## src/rtl/udp_rx_filter.sv

```systemverilog
// UDP receive filter: collects the Ethernet/IPv4/UDP header of each incoming
// frame, checks the destination fields, then replays the buffered header and
// cuts the rest of the frame through, or discards the whole frame.
module udp_rx_filter #(
  parameter logic [47:0] LOCAL_MAC  = 48'h000A35000102,
  parameter logic [31:0] LOCAL_IP   = 32'hC0A8010A,
  parameter logic [15:0] LOCAL_PORT = 16'h04D2
) (
  input  logic        clk,
  input  logic        rst,
  input  logic [7:0]  s_axis_tdata,
  input  logic        s_axis_tvalid,
  input  logic        s_axis_tlast,
  output logic        s_axis_tready,
  output logic [7:0]  m_axis_tdata,
  output logic        m_axis_tvalid,
  output logic        m_axis_tlast,
  input  logic        m_axis_tready,
  output logic [15:0] pass_cnt,
  output logic [15:0] drop_cnt
);

  typedef enum logic [1:0] {HDR, REPLAY, PASS, DROP} state_t;

  localparam logic [5:0] LAST_HDR = 6'd41;

  state_t      r_state;
  logic [5:0]  r_idx;
  logic [7:0]  r_hdr [0:41];
  logic        r_mac_ok;
  logic        r_bc_ok;
  logic        r_rest_ok;
  logic        r_ended;
  logic [7:0]  r_m_tdata;
  logic        r_m_tvalid;
  logic        r_m_tlast;
  logic [15:0] r_pass_cnt;
  logic [15:0] r_drop_cnt;

  logic        w_s_xfer;
  logic        w_m_xfer;
  logic        w_mac_hit;
  logic        w_bc_hit;
  logic        w_rest_hit;
  logic        w_mac_ok;
  logic        w_bc_ok;
  logic        w_rest_ok;
  logic        w_hdr_ok;
  logic [5:0]  w_idx_inc;

  assign w_idx_inc = r_idx + 6'd1;
  assign w_s_xfer  = s_axis_tvalid & s_axis_tready;
  assign w_m_xfer  = m_axis_tvalid & m_axis_tready;
  assign pass_cnt  = r_pass_cnt;
  assign drop_cnt  = r_drop_cnt;

  // Per-byte field match for the byte currently at header index r_idx
  always_comb begin
    w_mac_hit  = 1'b1;
    w_bc_hit   = 1'b1;
    w_rest_hit = 1'b1;
    case (r_idx)
      6'd0: begin w_mac_hit = (s_axis_tdata == LOCAL_MAC[47:40]); w_bc_hit = (s_axis_tdata == 8'hFF); end
      6'd1: begin w_mac_hit = (s_axis_tdata == LOCAL_MAC[39:32]); w_bc_hit = (s_axis_tdata == 8'hFF); end
      6'd2: begin w_mac_hit = (s_axis_tdata == LOCAL_MAC[31:24]); w_bc_hit = (s_axis_tdata == 8'hFF); end
      6'd3: begin w_mac_hit = (s_axis_tdata == LOCAL_MAC[23:16]); w_bc_hit = (s_axis_tdata == 8'hFF); end
      6'd4: begin w_mac_hit = (s_axis_tdata == LOCAL_MAC[15:8]);  w_bc_hit = (s_axis_tdata == 8'hFF); end
      6'd5: begin w_mac_hit = (s_axis_tdata == LOCAL_MAC[7:0]);   w_bc_hit = (s_axis_tdata == 8'hFF); end
      6'd12: w_rest_hit = (s_axis_tdata == 8'h08);
      6'd13: w_rest_hit = (s_axis_tdata == 8'h00);
      6'd14: w_rest_hit = (s_axis_tdata == 8'h45);
      6'd23: w_rest_hit = (s_axis_tdata == 8'h11);
      6'd30: w_rest_hit = (s_axis_tdata == LOCAL_IP[31:24]);
      6'd31: w_rest_hit = (s_axis_tdata == LOCAL_IP[23:16]);
      6'd32: w_rest_hit = (s_axis_tdata == LOCAL_IP[15:8]);
      6'd33: w_rest_hit = (s_axis_tdata == LOCAL_IP[7:0]);
      6'd36: w_rest_hit = (s_axis_tdata == LOCAL_PORT[15:8]);
      6'd37: w_rest_hit = (s_axis_tdata == LOCAL_PORT[7:0]);
      default: ;
    endcase
  end

  // Running accept flags; index 0 starts a fresh frame so prior flags are ignored
  always_comb begin
    w_mac_ok  = ((r_idx == 6'd0) | r_mac_ok)  & w_mac_hit;
    w_bc_ok   = ((r_idx == 6'd0) | r_bc_ok)   & w_bc_hit;
    w_rest_ok = ((r_idx == 6'd0) | r_rest_ok) & w_rest_hit;
    w_hdr_ok  = (w_mac_ok | w_bc_ok) & w_rest_ok;
  end

  // Output steering: cut-through in PASS, registered replay/idle otherwise
  always_comb begin
    m_axis_tdata  = r_m_tdata;
    m_axis_tvalid = r_m_tvalid;
    m_axis_tlast  = r_m_tlast;
    s_axis_tready = 1'b1;
    case (r_state)
      REPLAY: s_axis_tready = 1'b0;
      PASS: begin
        m_axis_tdata  = s_axis_tdata;
        m_axis_tvalid = s_axis_tvalid;
        m_axis_tlast  = s_axis_tlast;
        s_axis_tready = m_axis_tready;
      end
      default: s_axis_tready = 1'b1;
    endcase
  end

  // Header capture buffer (no reset needed; always written before being read)
  always_ff @(posedge clk) begin
    if (r_state == HDR && w_s_xfer) r_hdr[r_idx] <= s_axis_tdata;
  end

  // Frame FSM, replay output registers and frame counters
  always_ff @(posedge clk or negedge rst) begin
    if (!rst) begin
      r_state    <= HDR;
      r_idx      <= '0;
      r_mac_ok   <= 1'b0;
      r_bc_ok    <= 1'b0;
      r_rest_ok  <= 1'b0;
      r_ended    <= 1'b0;
      r_m_tdata  <= '0;
      r_m_tvalid <= 1'b0;
      r_m_tlast  <= 1'b0;
      r_pass_cnt <= '0;
      r_drop_cnt <= '0;
    end else begin
      case (r_state)
        HDR: if (w_s_xfer) begin
          r_mac_ok  <= w_mac_ok;
          r_bc_ok   <= w_bc_ok;
          r_rest_ok <= w_rest_ok;
          if (r_idx == LAST_HDR) begin
            r_idx <= '0;
            if (w_hdr_ok) begin
              // Byte 0 was captured long ago, so replay can start next cycle
              r_state    <= REPLAY;
              r_ended    <= s_axis_tlast;
              r_m_tvalid <= 1'b1;
              r_m_tdata  <= r_hdr[0];
              r_m_tlast  <= 1'b0;
            end else if (s_axis_tlast) begin
              r_drop_cnt <= r_drop_cnt + 16'd1;
            end else begin
              r_state <= DROP;
            end
          end else if (s_axis_tlast) begin
            r_idx      <= '0;
            r_drop_cnt <= r_drop_cnt + 16'd1;
          end else begin
            r_idx <= w_idx_inc;
          end
        end
        REPLAY: if (w_m_xfer) begin
          if (r_idx == LAST_HDR) begin
            r_idx      <= '0;
            r_m_tvalid <= 1'b0;
            r_m_tlast  <= 1'b0;
            if (r_ended) begin
              r_state    <= HDR;
              r_pass_cnt <= r_pass_cnt + 16'd1;
            end else begin
              r_state <= PASS;
            end
          end else begin
            r_idx     <= w_idx_inc;
            r_m_tdata <= r_hdr[w_idx_inc];
            r_m_tlast <= r_ended & (w_idx_inc == LAST_HDR);
          end
        end
        PASS: if (w_s_xfer && s_axis_tlast) begin
          r_state    <= HDR;
          r_pass_cnt <= r_pass_cnt + 16'd1;
        end
        DROP: if (w_s_xfer && s_axis_tlast) begin
          r_state    <= HDR;
          r_drop_cnt <= r_drop_cnt + 16'd1;
        end
        default: r_state <= HDR;
      endcase
    end
  end

endmodule
```

## config.mk

```make
export PLATFORM = sky130hd
export DESIGN_NAME = udp_rx_filter
export DESIGN_NICKNAME = d
export VERILOG_FILES = /design/src/rtl/udp_rx_filter.sv
export SDC_FILE = /design/constraint.sdc
export NUM_CORES = 1
export LEC_CHECK = 0
export BUFFER_PORTS_ARGS = -buffer_cell sky130_fd_sc_hd__buf_2
export CAP_MARGIN = 10
export CORE_MARGIN = 3
export CORE_UTILIZATION = 55
export DETAILED_ROUTE_END_ITERATION = 16
export PLACE_DENSITY_LB_ADDON = 0.25
export SLEW_MARGIN = 25
export SYNTH_ARGS = -nofsm -noshare
export SYNTH_HDL_FRONTEND = slang
export SYNTH_SLANG_ARGS = --single-unit
```

## constraint.sdc

```tcl
create_clock -name clk -period 7 [get_ports clk]
set_input_delay 0.35 -clock clk [delete_from_list [all_inputs] [get_ports clk]]
set_output_delay 0.35 -clock clk [all_outputs]
set_load 0.005 [all_outputs]
```

==> key figures, run 1 <==
STA
  – Final Critical Period: 4.506 ns
  – Peak Freq: 221.9 MHz
  – Final hold vios: 0
  – Final number of max-transition violations: 0
  – Worst slew pin tran: 1.080 ns
  – Final Setup Violations: 0
  – Period utilization: 64.37%
  – Setup TNS: 0 ns
  – Slew headroom: 27.71%
  – RSZ-0062 raised after global routing: false
  – Clk_skew: 0.01871 ns

CTS
  – Reg clk slew, reported paths: 0.06 ns
  – Post-CTS setup buffer count: 0
  – H-tree levels: 2
  – Root Driver: clkbuf_16
  – Total CTS buffers: 40
  – CTS tree: done
  – CTS resizes: 0
  – CTS max path bufs: 3
  – Total clock sinks: 390
  – Clock Latency Late Sink: 0.54 ns

Logic synthesis
  – Synth Area in Simple Gates: 6.263%
  – Post-Syn Nets: 954
  – FFs w/ async S/R, synth: 13.85%
  – Area contributors post-synth: edfxtp_1 (61%), mux4_2 (13%), dfrtp_1 (8.2%), xnor2_1 (1.5%), mux2_2 (1.4%)
  – Top-area cell type share of the netlist area: 61.29%
  – Compound-gate portion of the synthesized area: 4.097%
  – Mean Syn Cell Area: 17.68 µm²
  – Largest area contributor in the netlist: edfxtp_1
  – Seq/Total Area, Yosys: 69.50%
  – Yosys cell types: 67
  – Netlist Area Pre-Place: 16460 µm²
  – XOR/XNOR Fraction of Synth Area: 2.128%
  – Yosys reg bits: 390
  – Largest family of logic cells by synthesized area: multiplexers
  – Post-synth EDFFs: 336
  – Post-synthesis mux area share: 15.54%
  – Synth Area in Adders: 0.7601%
  – Main synth FF type: edfxtp_1
  – Yosys warns: 0
  – Post-Syn Instances: 931

Worst setup path
  – Reg2Reg Capture Point: r_m_tdata[3]
  – Critical-path maximum fanout: 62
  – R2R setup slack: 2.49 ns
  – Crit path DAT: 4.91 ns
  – Reg2Reg Depth: 9
  – CP endpoint kind: register
  – CP required: 7.41 ns
  – Crit path kind: register to register
  – Element type at the critical path start: register
  – Critical path startpoint: r_idx[0]
  – Critical path endpoint: r_m_tdata[3]
  – R2R Path Start: r_idx[0]

Die
  – Die Y: 179.0 µm
  – Chip Width: 179.0 µm
  – Core area: 29090 µm²
  – Initial Util: 56.59%
  – Ports: 56
  – Die ar.: 32040 µm²
  – Row count: 62

Drt
  – Vias per inst: 6.352
  – WL final: 36280 µm
  – Iter 0 DRT Violations: 926
  – DR pass1 iterations: 5
  – Via count: 8943
  – WL per Instance: 25.77 µm
  – DRC: 0
  – ANT nets after route: 0

GRT
  – GRT Overall Usage: 23.49%
  – Met1 usage in global routing: 33.27%
  – Grt met3 use: 4.235%
  – Met2 Resource Use GR: 37.80%
  – Largest net degree at the start of global routing: 63
  – Layer with the highest usage: met2
  – Gr ovfl total: 0
  – First-pass GRT wire length: 55340 µm
  – Initial antenna violation count: 0
  – Vias in the first global route: 8862

Run
  – Max-Cap Viols: 0

Finish
  – Share of cells above drive strength 1: 25.49%
  – Area added between synthesis and finish: 11.82%
  – NumNets Final: 1016
  – Sequential Area: 11440 µm²
  – Multi-input gate area: 4787 µm²
  – # diodes: 0
  – Util after Layout: 63.28%
  – Commonest cells after routing, fill and taps aside: edfxtp_1 (336), mux4_2 (96), nor2_1 (55), buf_2 (55), dfrtp_1 (53)
  – Fillcell total: 2068
  – Non-filler cells in the finished layout: 1408
  – Commonest non-fill, non-tap cell in the layout: edfxtp_1

Placed design
  – Post-DP HPWL: 21720 µm
  – Cell count after placement: 1333
  – Port bufs: 55
  – GPL Wtd Cong: 0.8088

Power
  – IR drop worst, VDD: 243.6 µV
  – PD cells: 365.1 nW/µm²
  – Leak: 6.269 nW

Hold path
  – Hold WC Path Type: input port to register

Run status
  – Status: completed
==> cells in the mapped netlist (all sizes together) (2+ instances only) <==
cell type	number
o21ai	27
mux4	96
a31oi	2
nand3	18
or3b	3
edfxtp	336
and3	12
nand2	31
nor4b	2
o22ai	2
and3b	2
a21o	8
xnor2	29
ha	10
nand3b	4
or3	2
buf	25
a22o	2
or4	2
inv	10
a211oi	12
and4	3
or2	2
a21oi	27
nand4	20
nor4bb	2
o31ai	3
and2	3
dfrtp	54
mux2i	16
nor4	6
xor2	11
clkbuf	28
nand2b	4
nor2b	8
nor2	56
nor3	12
mux2	21
==> layout make-up <==
type                    count  share of cell area [%]
inverters                  10                  0.2039
clock inverters            17                  0.6117
flip-flops and latches    390                   62.17
multi-input cells         478                   26.01
well taps                 384                   2.610
repair buffers             73                   2.352
clock buffers              56                   6.043
==> worst max-delay path: stages, from the launching register on <==
cell and delay, ns:
dfrtp_4 1.02, inv_1 0.31, ha_4 0.97, buf_4 0.44, mux4_2 0.36, mux4_2 0.46, mux2i_1 0.20, a21oi_1 0.10
a21o_1 0.15, mux2_1 0.28
==> power by group <==
group,total (mW),switching (mW),internal [mW]
Clock,2.00,0.850,1.15
Combinational,1.94,0.989,0.952
Sequential,2.78,0.158,2.62
==> worst min-delay path by stage <==
| stage | start | end | slack, ns | cells past startpoint |
|---|---|---|---|---|
| 6_report | s_axis_tlast | r_ended | 0.21 | 2 |
| 3_3_place_gp | drop_cnt[15] | drop_cnt[15] | 0.46 | 1 |
| 5_1_grt | s_axis_tlast | r_ended | 0.23 | 2 |
| 4_1_cts | s_axis_tlast | r_ended | 0.20 | 2 |
| 3_5_place_dp | r_rest_ok | r_rest_ok | 0.46 | 2 |
| 2_1_floorplan | rst | drop_cnt[0] | 0.05 | 0 |
==> registers in the layout, indices dropped and copies added, names as in the netlist <==
signal,flops
drop_cnt,16
pass_cnt,16
r_bc_ok,1
r_ended,1
r_hdr,336
r_idx,6
r_m_tdata,8
r_m_tlast,1
r_m_tvalid,1
r_mac_ok,1
r_rest_ok,1
r_state,2
==> per-layer routing <==
layer	part of all wire, %	up-vias
li1	-	3861
met1	40	4620
met2	49	397
met3	7.9	65
met4	2.7	0
met5	0	-
==> stage by stage <==
step | setup slack [ns] | power [mW] | hold WS (ns) | area (µm²)
after floorplan | 2.909 | 4.184 | 0.05441 | 16460
final | 2.494 | 6.721 | 0.2136 | 18410
after global routing | 2.152 | 7.028 | 0.2297 | 18410
after CTS | 2.498 | 6.750 | 0.1985 | 18380
after global placement | 2.584 | 4.728 | 0.4556 | 17140
after detailed placement | 2.513 | 4.752 | 0.4593 | 17140
==> what timing repair did <==
item                       4_1_cts  5_1_grt
setup endpoints to repair        0        0
hold buffers                     1        0
hold endpoints to repair        54        0
==> cells by family after synthesis <==
group,after synthesis
xor gates and xnor gates,40
AOI/OAI and AO/OA,100
DFF,390
and+or+nand+nor,195
muxes,133
adders and majority gates,10
buffers and inverters,63
Note: power is estimated with default switching activity, not from simulation.
==> run 2: changes to the inputs <==
--- a/config.mk
+++ b/config.mk
@@ -5,6 +5,7 @@
 export SDC_FILE = /design/constraint.sdc
 export NUM_CORES = 1
 export LEC_CHECK = 0
+export ABC_AREA = 1
 export BUFFER_PORTS_ARGS = -buffer_cell sky130_fd_sc_hd__buf_2
 export CAP_MARGIN = 10
 export CORE_MARGIN = 3
==> constraint.sdc (replaced) <==
create_clock -name clk -period 3.89 [get_ports clk]
set_input_delay 0.1945 -clock clk [delete_from_list [all_inputs] [get_ports clk]]
set_output_delay 0.1945 -clock clk [all_outputs]
set_load 0.005 [all_outputs]
==> run 2 against run 1 <==
Flip-flop and latch count did not move. Clock power rose by 85%. Core utilization fell by 0.75 points. Sequential share of layout area fell by 2.6 points. Via count is 39% higher. Final cell count up 47%. Critical path type unchanged. Critical endpoint is now r_hdr[40][3].
==> key figures, run 2 <==
STA
  – Final hold vios: 0 (unchanged)
  – Peak Freq: 298.9 MHz (was 221.9 MHz)
  – Slew headroom: 38.96% (was 27.71%)
  – Clk_skew: 0.01924 ns (was 0.01871 ns)
  – Final Setup Violations: 0 (unchanged)
  – Period utilization: 85.99% (was 64.37%)
  – RSZ-0062 raised after global routing: false (unchanged)
  – Setup TNS: 0 ns (unchanged)
  – Worst slew pin tran: 0.9123 ns (was 1.080 ns)
  – Final Critical Period: 3.345 ns (was 4.506 ns)
  – Final number of max-transition violations: 0 (unchanged)
  – Fin worst setup slack: 0.5449 ns (was 2.494 ns)

Finish
  – # diodes: 0 (unchanged)
  – Area added between synthesis and finish: 11.31% (was 11.82%)
  – Biggest register: r_hdr (unchanged)
  – Commonest cells after routing, fill and taps aside: edfxtp_1 (336), nor2_1 (308), nand2_1 (247), o21ai_0 (181), nand3_1 (75) (was edfxtp_1 (336), mux4_2 (96), nor2_1 (55), buf_2 (55), dfrtp_1 (53))
  – Max FFs per register: 336 (unchanged)
  – Share of cells above drive strength 1: 11.84% (was 25.49%)
  – NumNets Final: 1663 (was 1016)
  – Commonest non-fill, non-tap cell in the layout: edfxtp_1 (unchanged)

Logic synthesis
  – Top-area cell type share of the netlist area: 58.41% (was 61.29%)
  – Most numerous cell in the Yosys netlist: edfxtp_1 (unchanged)
  – Post-synth EDFFs: 336 (unchanged)
  – List of most frequent post-synthesis cells: edfxtp_1 (336), nor2_1 (309), nand2_1 (247), o21ai_0 (181), nand3_1 (75) (was edfxtp_1 (336), mux4_2 (96), nor2_1 (56), dfrtp_1 (54), nand2_1 (31))
  – Yosys warns: 0 (unchanged)
  – Main synth FF type: edfxtp_1 (unchanged)
  – Yosys reg bits: 390 (unchanged)
  – Netlist Area Pre-Place: 17270 µm² (was 16460 µm²)
  – Post-Syn Instances: 1587 (was 931)
  – Area contributors post-synth: edfxtp_1 (58%), dfrtp_1 (7.8%), nor2_1 (6.7%), nand2_1 (5.4%), o21ai_0 (5.2%) (was edfxtp_1 (61%), mux4_2 (13%), dfrtp_1 (8.2%), xnor2_1 (1.5%), mux2_2 (1.4%))
  – Largest area contributor in the netlist: edfxtp_1 (unchanged)
  – Seq/Total Area, Yosys: 66.24% (was 69.50%)
  – Post-Syn Nets: 1610 (was 954)
  – FFs w/ async S/R, synth: 13.85% (unchanged)
  – Mean Syn Cell Area: 10.88 µm² (was 17.68 µm²)
  – Yosys cell types: 46 (was 67)

Placed design
  – Post-DP HPWL: 27460 µm (was 21720 µm)
  – Pre-CTS setup slack: 0.6429 ns (was 2.513 ns)
  – GPL Wtd Cong: 0.9923 (was 0.8088)
  – Port bufs: 55 (unchanged)

GRT
  – First-pass GRT wire length: 67900 µm (was 55340 µm)
  – Vias in the first global route: 12030 (was 8862)
  – Initial antenna violation count: 0 (unchanged)
  – Gr ovfl total: 0 (unchanged)
  – Largest net degree at the start of global routing: 128 (was 63)
  – GRT Overall Usage: 26.23% (was 23.49%)

Run status
  – Status: completed (unchanged)

Power
  – Pint: 8.425 mW (was 4.724 mW)
  – IR drop worst, VDD: 528.6 µV (was 243.6 µV)
  – Switch Pwr: 5.434 mW (was 1.997 mW)
  – PD cells: 720.8 nW/µm² (was 365.1 nW/µm²)
  – Comb power frac: 36.5% (was 28.9%)
  – Leak: 7.131 nW (was 6.269 nW)
  – Clk pwr share: 26.7% (was 29.7%)
  – Share of power burned in registers: 36.8% (was 41.4%)
  – Sw Share: 39.21% (was 29.71%)

CTS
  – Clock Latency Late Sink: 0.55 ns (was 0.54 ns)
  – CTS tree: done (unchanged)
  – Reg clk slew, reported paths: 0.06 ns (about the same)
  – CTS max path bufs: 3 (unchanged)
  – H-tree levels: 2 (unchanged)
  – Total clock sinks: 390 (unchanged)
  – Total CTS buffers: 41 (was 40)
  – Root Driver: clkbuf_16 (unchanged)
  – CTS resizes: 0 (unchanged)

Die
  – Row count: 64 (was 62)
  – Ports: 56 (unchanged)
  – Die ar.: 33570 µm² (was 32040 µm²)
  – Initial Util: 56.17% (was 56.59%)
  – Die Y: 183.2 µm (was 179.0 µm)
  – Chip Width: 183.2 µm (was 179.0 µm)
  – Core area: 30750 µm² (was 29090 µm²)

Worst setup path
  – Top delay family on crit path: simple AND/OR/NAND/NOR gates (was multiplexers)
  – R2R setup slack: 0.54 ns (was 2.49 ns)
  – Reg2Reg Depth: 12 (was 9)
  – Buffers & Inverters on Critical Path: 4 (was 2)
  – Reg2Reg Capture Point: r_hdr[40][3] (was r_m_tdata[3])
  – R2R Path Start: r_state[1] (was r_idx[0])
  – CP required: 4.06 ns (was 7.41 ns)
  – Critical-path maximum fanout: 13 (was 62)
  – Worst path slowest cell: nor2_1 (was dfrtp_4)
  – Element type at the critical path start: register (unchanged)
  – CP endpoint kind: register (unchanged)
  – Crit path kind: register to register (unchanged)
  – Max incr delay on CP: 0.69 ns (was 1.02 ns)
  – Crit-path cells: inv_1 -> ha_1 -> inv_2 -> nor2_1 -> a21oi_2 -> nand2_2 -> nor2_1 -> buf_4 -> inv_1 -> nor2_1 -> nand3_1 -> nor2_1 (was inv_1 -> ha_4 -> buf_4 -> mux4_2 -> mux4_2 -> mux2i_1 -> a21oi_1 -> a21o_1 -> mux2_1)
  – Crit path DAT: 3.51 ns (was 4.91 ns)
  – Critical Path Most Common Cell: nor2_1 (was mux4_2)

Drt
  – WL per Instance: 21.24 µm (was 25.77 µm)
  – DRC: 0 (unchanged)
  – DR pass1 iterations: 8 (was 5)
  – Vias per inst: 6.001 (was 6.352)
  – ANT nets after route: 0 (unchanged)
  – Via count: 12410 (was 8943)
  – WL final: 43920 µm (was 36280 µm)
  – Iter 0 DRT Violations: 1306 (was 926)

Run
  – Max-Cap Viols: 0 (unchanged)

Hold path
  – Hold WC Path Type: input port to asynchronous set/reset pin (was input port to register)
-- run 2: metrics by stage --
step	instances	total power, mW	hold WS (ns)	cell area, µm²	utilization (%)
final	2068	13.86	0.05805	19230	62.52
after global routing	2068	14.62	0.04295	19230	62.52
after CTS	2068	13.84	0.03995	19230	62.52
after detailed placement	1991	10.15	0.08972	17930	58.32
after global placement	1991	10.10	0.07612	17930	58.32
after floorplan	1587	8.588	-0.1011	17270	-
-- run 2: layer usage --
layer  GRT usage, %  part of all wire [%]
met3          4.264                   8.0
met5              0                     0
met1          37.62                    42
met2          41.50                    47
met4          8.867                   3.1
-- run 2: cell type report --
cell class              instances  area (µm²)
fillers                      2459       11520
clock buffers                  52        1077
multi-input cells            1060        5233
flip-flops and latches        390       11440
inverters                      59       226.5
repair buffers                 88       553.0
clock inverters                23       196.4
well taps                     396       495.5
-- run 2: worst max-delay path by stage --
stage | depth (start not counted) | from | to
2_1_floorplan | 20 | r_idx[0] | r_m_tdata[2]
3_3_place_gp | 12 | r_state[1] | r_hdr[32][2]
3_5_place_dp | 12 | r_state[1] | r_hdr[24][4]
4_1_cts | 12 | r_state[1] | r_hdr[24][7]
5_1_grt | 12 | r_state[1] | r_hdr[24][5]
6_report | 12 | r_state[1] | r_hdr[40][3]
-- run 2: worst reg2reg max path, cell delays in order (launching register included) --
cell     delay, ns
dfrtp_1       0.40
inv_1         0.08
ha_1          0.21
inv_2         0.20
nor2_1        0.10
a21oi_2       0.14
nand2_2       0.10
nor2_1        0.11
buf_4         0.16
inv_1         0.13
nor2_1        0.22
nand3_1       0.44
nor2_1        0.69
-- run 2: kinds of logic (layout without fill, tap and decap cells) --
group           count (synthesis)  count (layout)  share of synthesized area (%)
mux                             9               9                         0.5288
fa+ha+maj                      10              10                         0.7244
compound gates                303             303                          9.736
xor+xnor                       33              33                          1.717
buf+inv                       137             222                          3.528
simple gates                  705             705                          17.53
flops                         390             390                          66.24
-- run 2: what timing repair did --
action,CTS,global route
setup endpoints to repair,0,0
buffers inserted,0,0
endpoints found under the hold margin,12,0
hold buffers,2,0
-- run 2: power groups by stage --
stage                     sequential [mW]  combinational, mW  clock [mW]
final                                5.10               5.06        3.70
after global routing                 5.11               5.59        3.92
after CTS                            5.08               5.01        3.74
after detailed placement             5.17               4.98           0
after global placement               5.16               4.93           0
after floorplan                      5.00               3.59           0
==> run 3: changes to the inputs <==
--- a/config.mk
+++ b/config.mk
@@ -8,9 +8,11 @@
 export ABC_AREA = 1
 export BUFFER_PORTS_ARGS = -buffer_cell sky130_fd_sc_hd__buf_2
 export CAP_MARGIN = 10
+export CORE_ASPECT_RATIO = 1.1
 export CORE_MARGIN = 3
 export CORE_UTILIZATION = 55
 export DETAILED_ROUTE_END_ITERATION = 16
+export GPL_TIMING_DRIVEN = 0
 export PLACE_DENSITY_LB_ADDON = 0.25
 export SLEW_MARGIN = 25
 export SYNTH_ARGS = -nofsm -noshare
==> run 3 against run 2 <==
Hold slack better by 0.066 ns. Via count up 2.8%. Sequential share of layout area down 0.53 points. Largest cell class unchanged. Non-clock buffer count up 48. First-iteration DRC count up 21%. Setup slack worse by 0.45 ns. Global-route usage up 1.1 points. Register-to-register slack worse by 0.45 ns. Count of clock-buffer cells in the layout down 2.
==> key figures, run 3 (synthesized netlist as in run 2, its figures left out) <==
Run status
  – Status: completed (unchanged)

Power
  – Share of power burned in registers: 34.8% (was 36.8%)
  – Leak: 7.201 nW (was 7.131 nW)
  – Sw Share: 40.03% (was 39.21%)
  – Total power: 14.25 mW (was 13.86 mW)
  – Pint: 8.548 mW (was 8.425 mW)
  – IR drop worst, VDD: 430.7 µV (was 528.6 µV)
  – PD cells: 735.0 nW/µm² (was 720.8 nW/µm²)
  – Switch Pwr: 5.705 mW (was 5.434 mW)
  – Comb power frac: 39.6% (was 36.5%)
  – Clk pwr share: 25.7% (was 26.7%)

Finish
  – Max FFs per register: 336 (unchanged)
  – Commonest cells after routing, fill and taps aside: edfxtp_1 (336), nor2_1 (305), nand2_1 (247), o21ai_0 (181), buf_2 (77) (was edfxtp_1 (336), nor2_1 (308), nand2_1 (247), o21ai_0 (181), nand3_1 (75))
  – Area added between synthesis and finish: 12.28% (was 11.31%)
  – Commonest non-fill, non-tap cell in the layout: edfxtp_1 (unchanged)
  – Util after Layout: 63.21% (was 62.52%)
  – # diodes: 0 (unchanged)
  – Post-route cell area: 19390 µm² (was 19230 µm²)
  – Biggest register: r_hdr (unchanged)
  – NumNets Final: 1711 (was 1663)
  – Share of cells above drive strength 1: 12.53% (was 11.84%)

Die
  – Die Y: 191.9 µm (was 183.2 µm)
  – Ports: 56 (unchanged)
  – Chip Width: 175.0 µm (was 183.2 µm)
  – Core area: 30680 µm² (was 30750 µm²)
  – Initial Util: 56.30% (was 56.17%)
  – Row count: 67 (was 64)
  – Die ar.: 33570 µm² (about the same)

CTS
  – Reg clk slew, reported paths: 0.06 ns (about the same)
  – CTS max path bufs: 3 (unchanged)
  – Post-CTS setup buffer count: 0 (unchanged)
  – Clock Latency Late Sink: 0.54 ns (was 0.55 ns)
  – Total clock sinks: 390 (unchanged)
  – Total CTS buffers: 41 (unchanged)
  – H-tree levels: 2 (unchanged)
  – CTS tree: done (unchanged)
  – Root Driver: clkbuf_16 (unchanged)

Run
  – Max-Cap Viols: 0 (unchanged)

Drt
  – ANT nets after route: 0 (unchanged)
  – WL per Instance: 21.55 µm (was 21.24 µm)
  – Via count: 12760 (was 12410)
  – DRC: 0 (unchanged)
  – WL final: 45900 µm (was 43920 µm)
  – Iter 0 DRT Violations: 1582 (was 1306)
  – Vias per inst: 5.992 (was 6.001)
  – DR pass1 iterations: 5 (was 8)

GRT
  – GRT Overall Usage: 27.35% (was 26.23%)
  – First-pass GRT wire length: 70060 µm (was 67900 µm)
  – Initial antenna violation count: 0 (unchanged)
  – Gr ovfl total: 0 (unchanged)
  – Vias in the first global route: 12280 (was 12030)
  – Largest net degree at the start of global routing: 55 (was 128)

Placed design
  – Area of placed instances: 18080 µm² (was 17930 µm²)
  – Post-DP HPWL: 29960 µm (was 27460 µm)
  – GPL Wtd Cong: 0.9270 (was 0.9923)
  – Port bufs: 55 (unchanged)

Worst setup path
  – Max incr delay on CP: 0.44 ns (was 0.69 ns)
  – Critical Path Most Common Cell: buf_2 (was nor2_1)
  – Worst path slowest cell: dfrtp_1 (was nor2_1)
  – Crit path kind: register to register (unchanged)
  – Crit path DAT: 4.27 ns (was 3.51 ns)
  – CP endpoint kind: register (unchanged)
  – CP required: 4.36 ns (was 4.06 ns)
  – Critical-path maximum fanout: 11 (was 13)
  – Element type at the critical path start: register (unchanged)
  – Crit-path cells: inv_1 -> buf_2 -> clkbuf_4 -> buf_4 -> ha_1 -> buf_2 -> inv_1 -> buf_2 -> clkbuf_4 -> o21ai_0 -> o221ai_1 -> nand3_1 -> nand3_1 -> nand2_1 -> a21oi_1 -> nand4_1 -> nand2_1 (was inv_1 -> ha_1 -> inv_2 -> nor2_1 -> a21oi_2 -> nand2_2 -> nor2_1 -> buf_4 -> inv_1 -> nor2_1 -> nand3_1 -> nor2_1)
  – Critical path startpoint: r_idx[0] (was r_state[1])
  – R2R Path Start: r_idx[0] (was r_state[1])

STA
  – Final hold vios: 0 (unchanged)
  – Final number of max-transition violations: 0 (unchanged)
  – Final Critical Period: 3.798 ns (was 3.345 ns)
  – Slew headroom: 27.79% (was 38.96%)
  – Final Setup Violations: 0 (unchanged)
  – Clk_skew: 0.01335 ns (was 0.01924 ns)
  – Worst slew pin tran: 1.083 ns (was 0.9123 ns)
  – Peak Freq: 263.3 MHz (was 298.9 MHz)
  – Period utilization: 97.64% (was 85.99%)
  – Setup TNS: 0 ns (unchanged)

Hold path
  – Hold WC Path Type: input port to register (was input port to asynchronous set/reset pin)
  – Hold_sp: s_axis_tvalid
[run 3: critical path: cells and delay by family, from the launching register on]
kind / cells / cell delay [ns]
simple gates: 5 / 0.59
fa+ha+maj: 1 / 0.26
compound gates: 3 / 0.58
flops: 1 / 0.44
buf+inv: 8 / 1.83
[run 3: layer usage]
metal | wire length (µm) | up-vias | GRT usage (%) | share of wire (%)
li1 | - | 5782 | - | -
met1 | 17520 | 6143 | 35.64 | 38
met2 | 22390 | 720 | 45.88 | 49
met3 | 4254 | 118 | 4.784 | 9.3
met4 | 1737 | 0 | 11.30 | 3.8
met5 | 0 | - | 0 | 0
[run 3: final cells by class]
class | count | area, µm²
Clock inverter | 21 | 136.4
Fill cell | 2402 | 11290
Timing Repair Buffer | 58 | 310.3
Multi-Input combinational cell | 1060 | 5256
Sequential cell | 390 | 11440
Buffer | 78 | 405.4
Tap cell | 414 | 518.0
Inverter | 59 | 224.0
Clock buffer | 50 | 1102
[run 3: path summary, 6_finish.rpt]
check,to,slack [ns],cells after the start
max reg2reg,r_m_tdata[0],0.09,17
min,r_ended,0.12,5
max in group asynchronous,pass_cnt[8],3.17,2
min reg2reg,pass_cnt[15],0.47,1
max,r_m_tdata[0],0.09,17
min in group asynchronous,drop_cnt[4],0.25,2
[run 3: power by group through the flow]
| stage | Combinational [mW] | Clock, mW | Sequential (mW) |
|---|---|---|---|
| finish | 5.64 | 3.66 | 4.96 |
| global route | 6.14 | 3.84 | 4.98 |
| CTS | 5.48 | 3.68 | 4.96 |
| detailed placement | 5.42 | 0 | 5.04 |
| global placement | 5.29 | 0 | 5.03 |
| floorplan | 3.59 | 0 | 5.00 |
[run 3: stage by stage]
step                      setup WS, ns  hold slack [ns]  instances
after detailed placement       -0.2473           0.2880       2057
after CTS                      0.01584          0.09352       2130
after global routing          -0.05835           0.1222       2130
final                          0.09194           0.1240       2130
after global placement         -0.1865           0.4555       2056
after floorplan                  1.244          -0.1011       1587
[run 3: timing repair]
action | CTS | global route
endpoints found under the hold margin | 55 | 0
hold buffers | 2 | 0
setup endpoints to repair | 8 | 24
resized for setup | 6 | 18
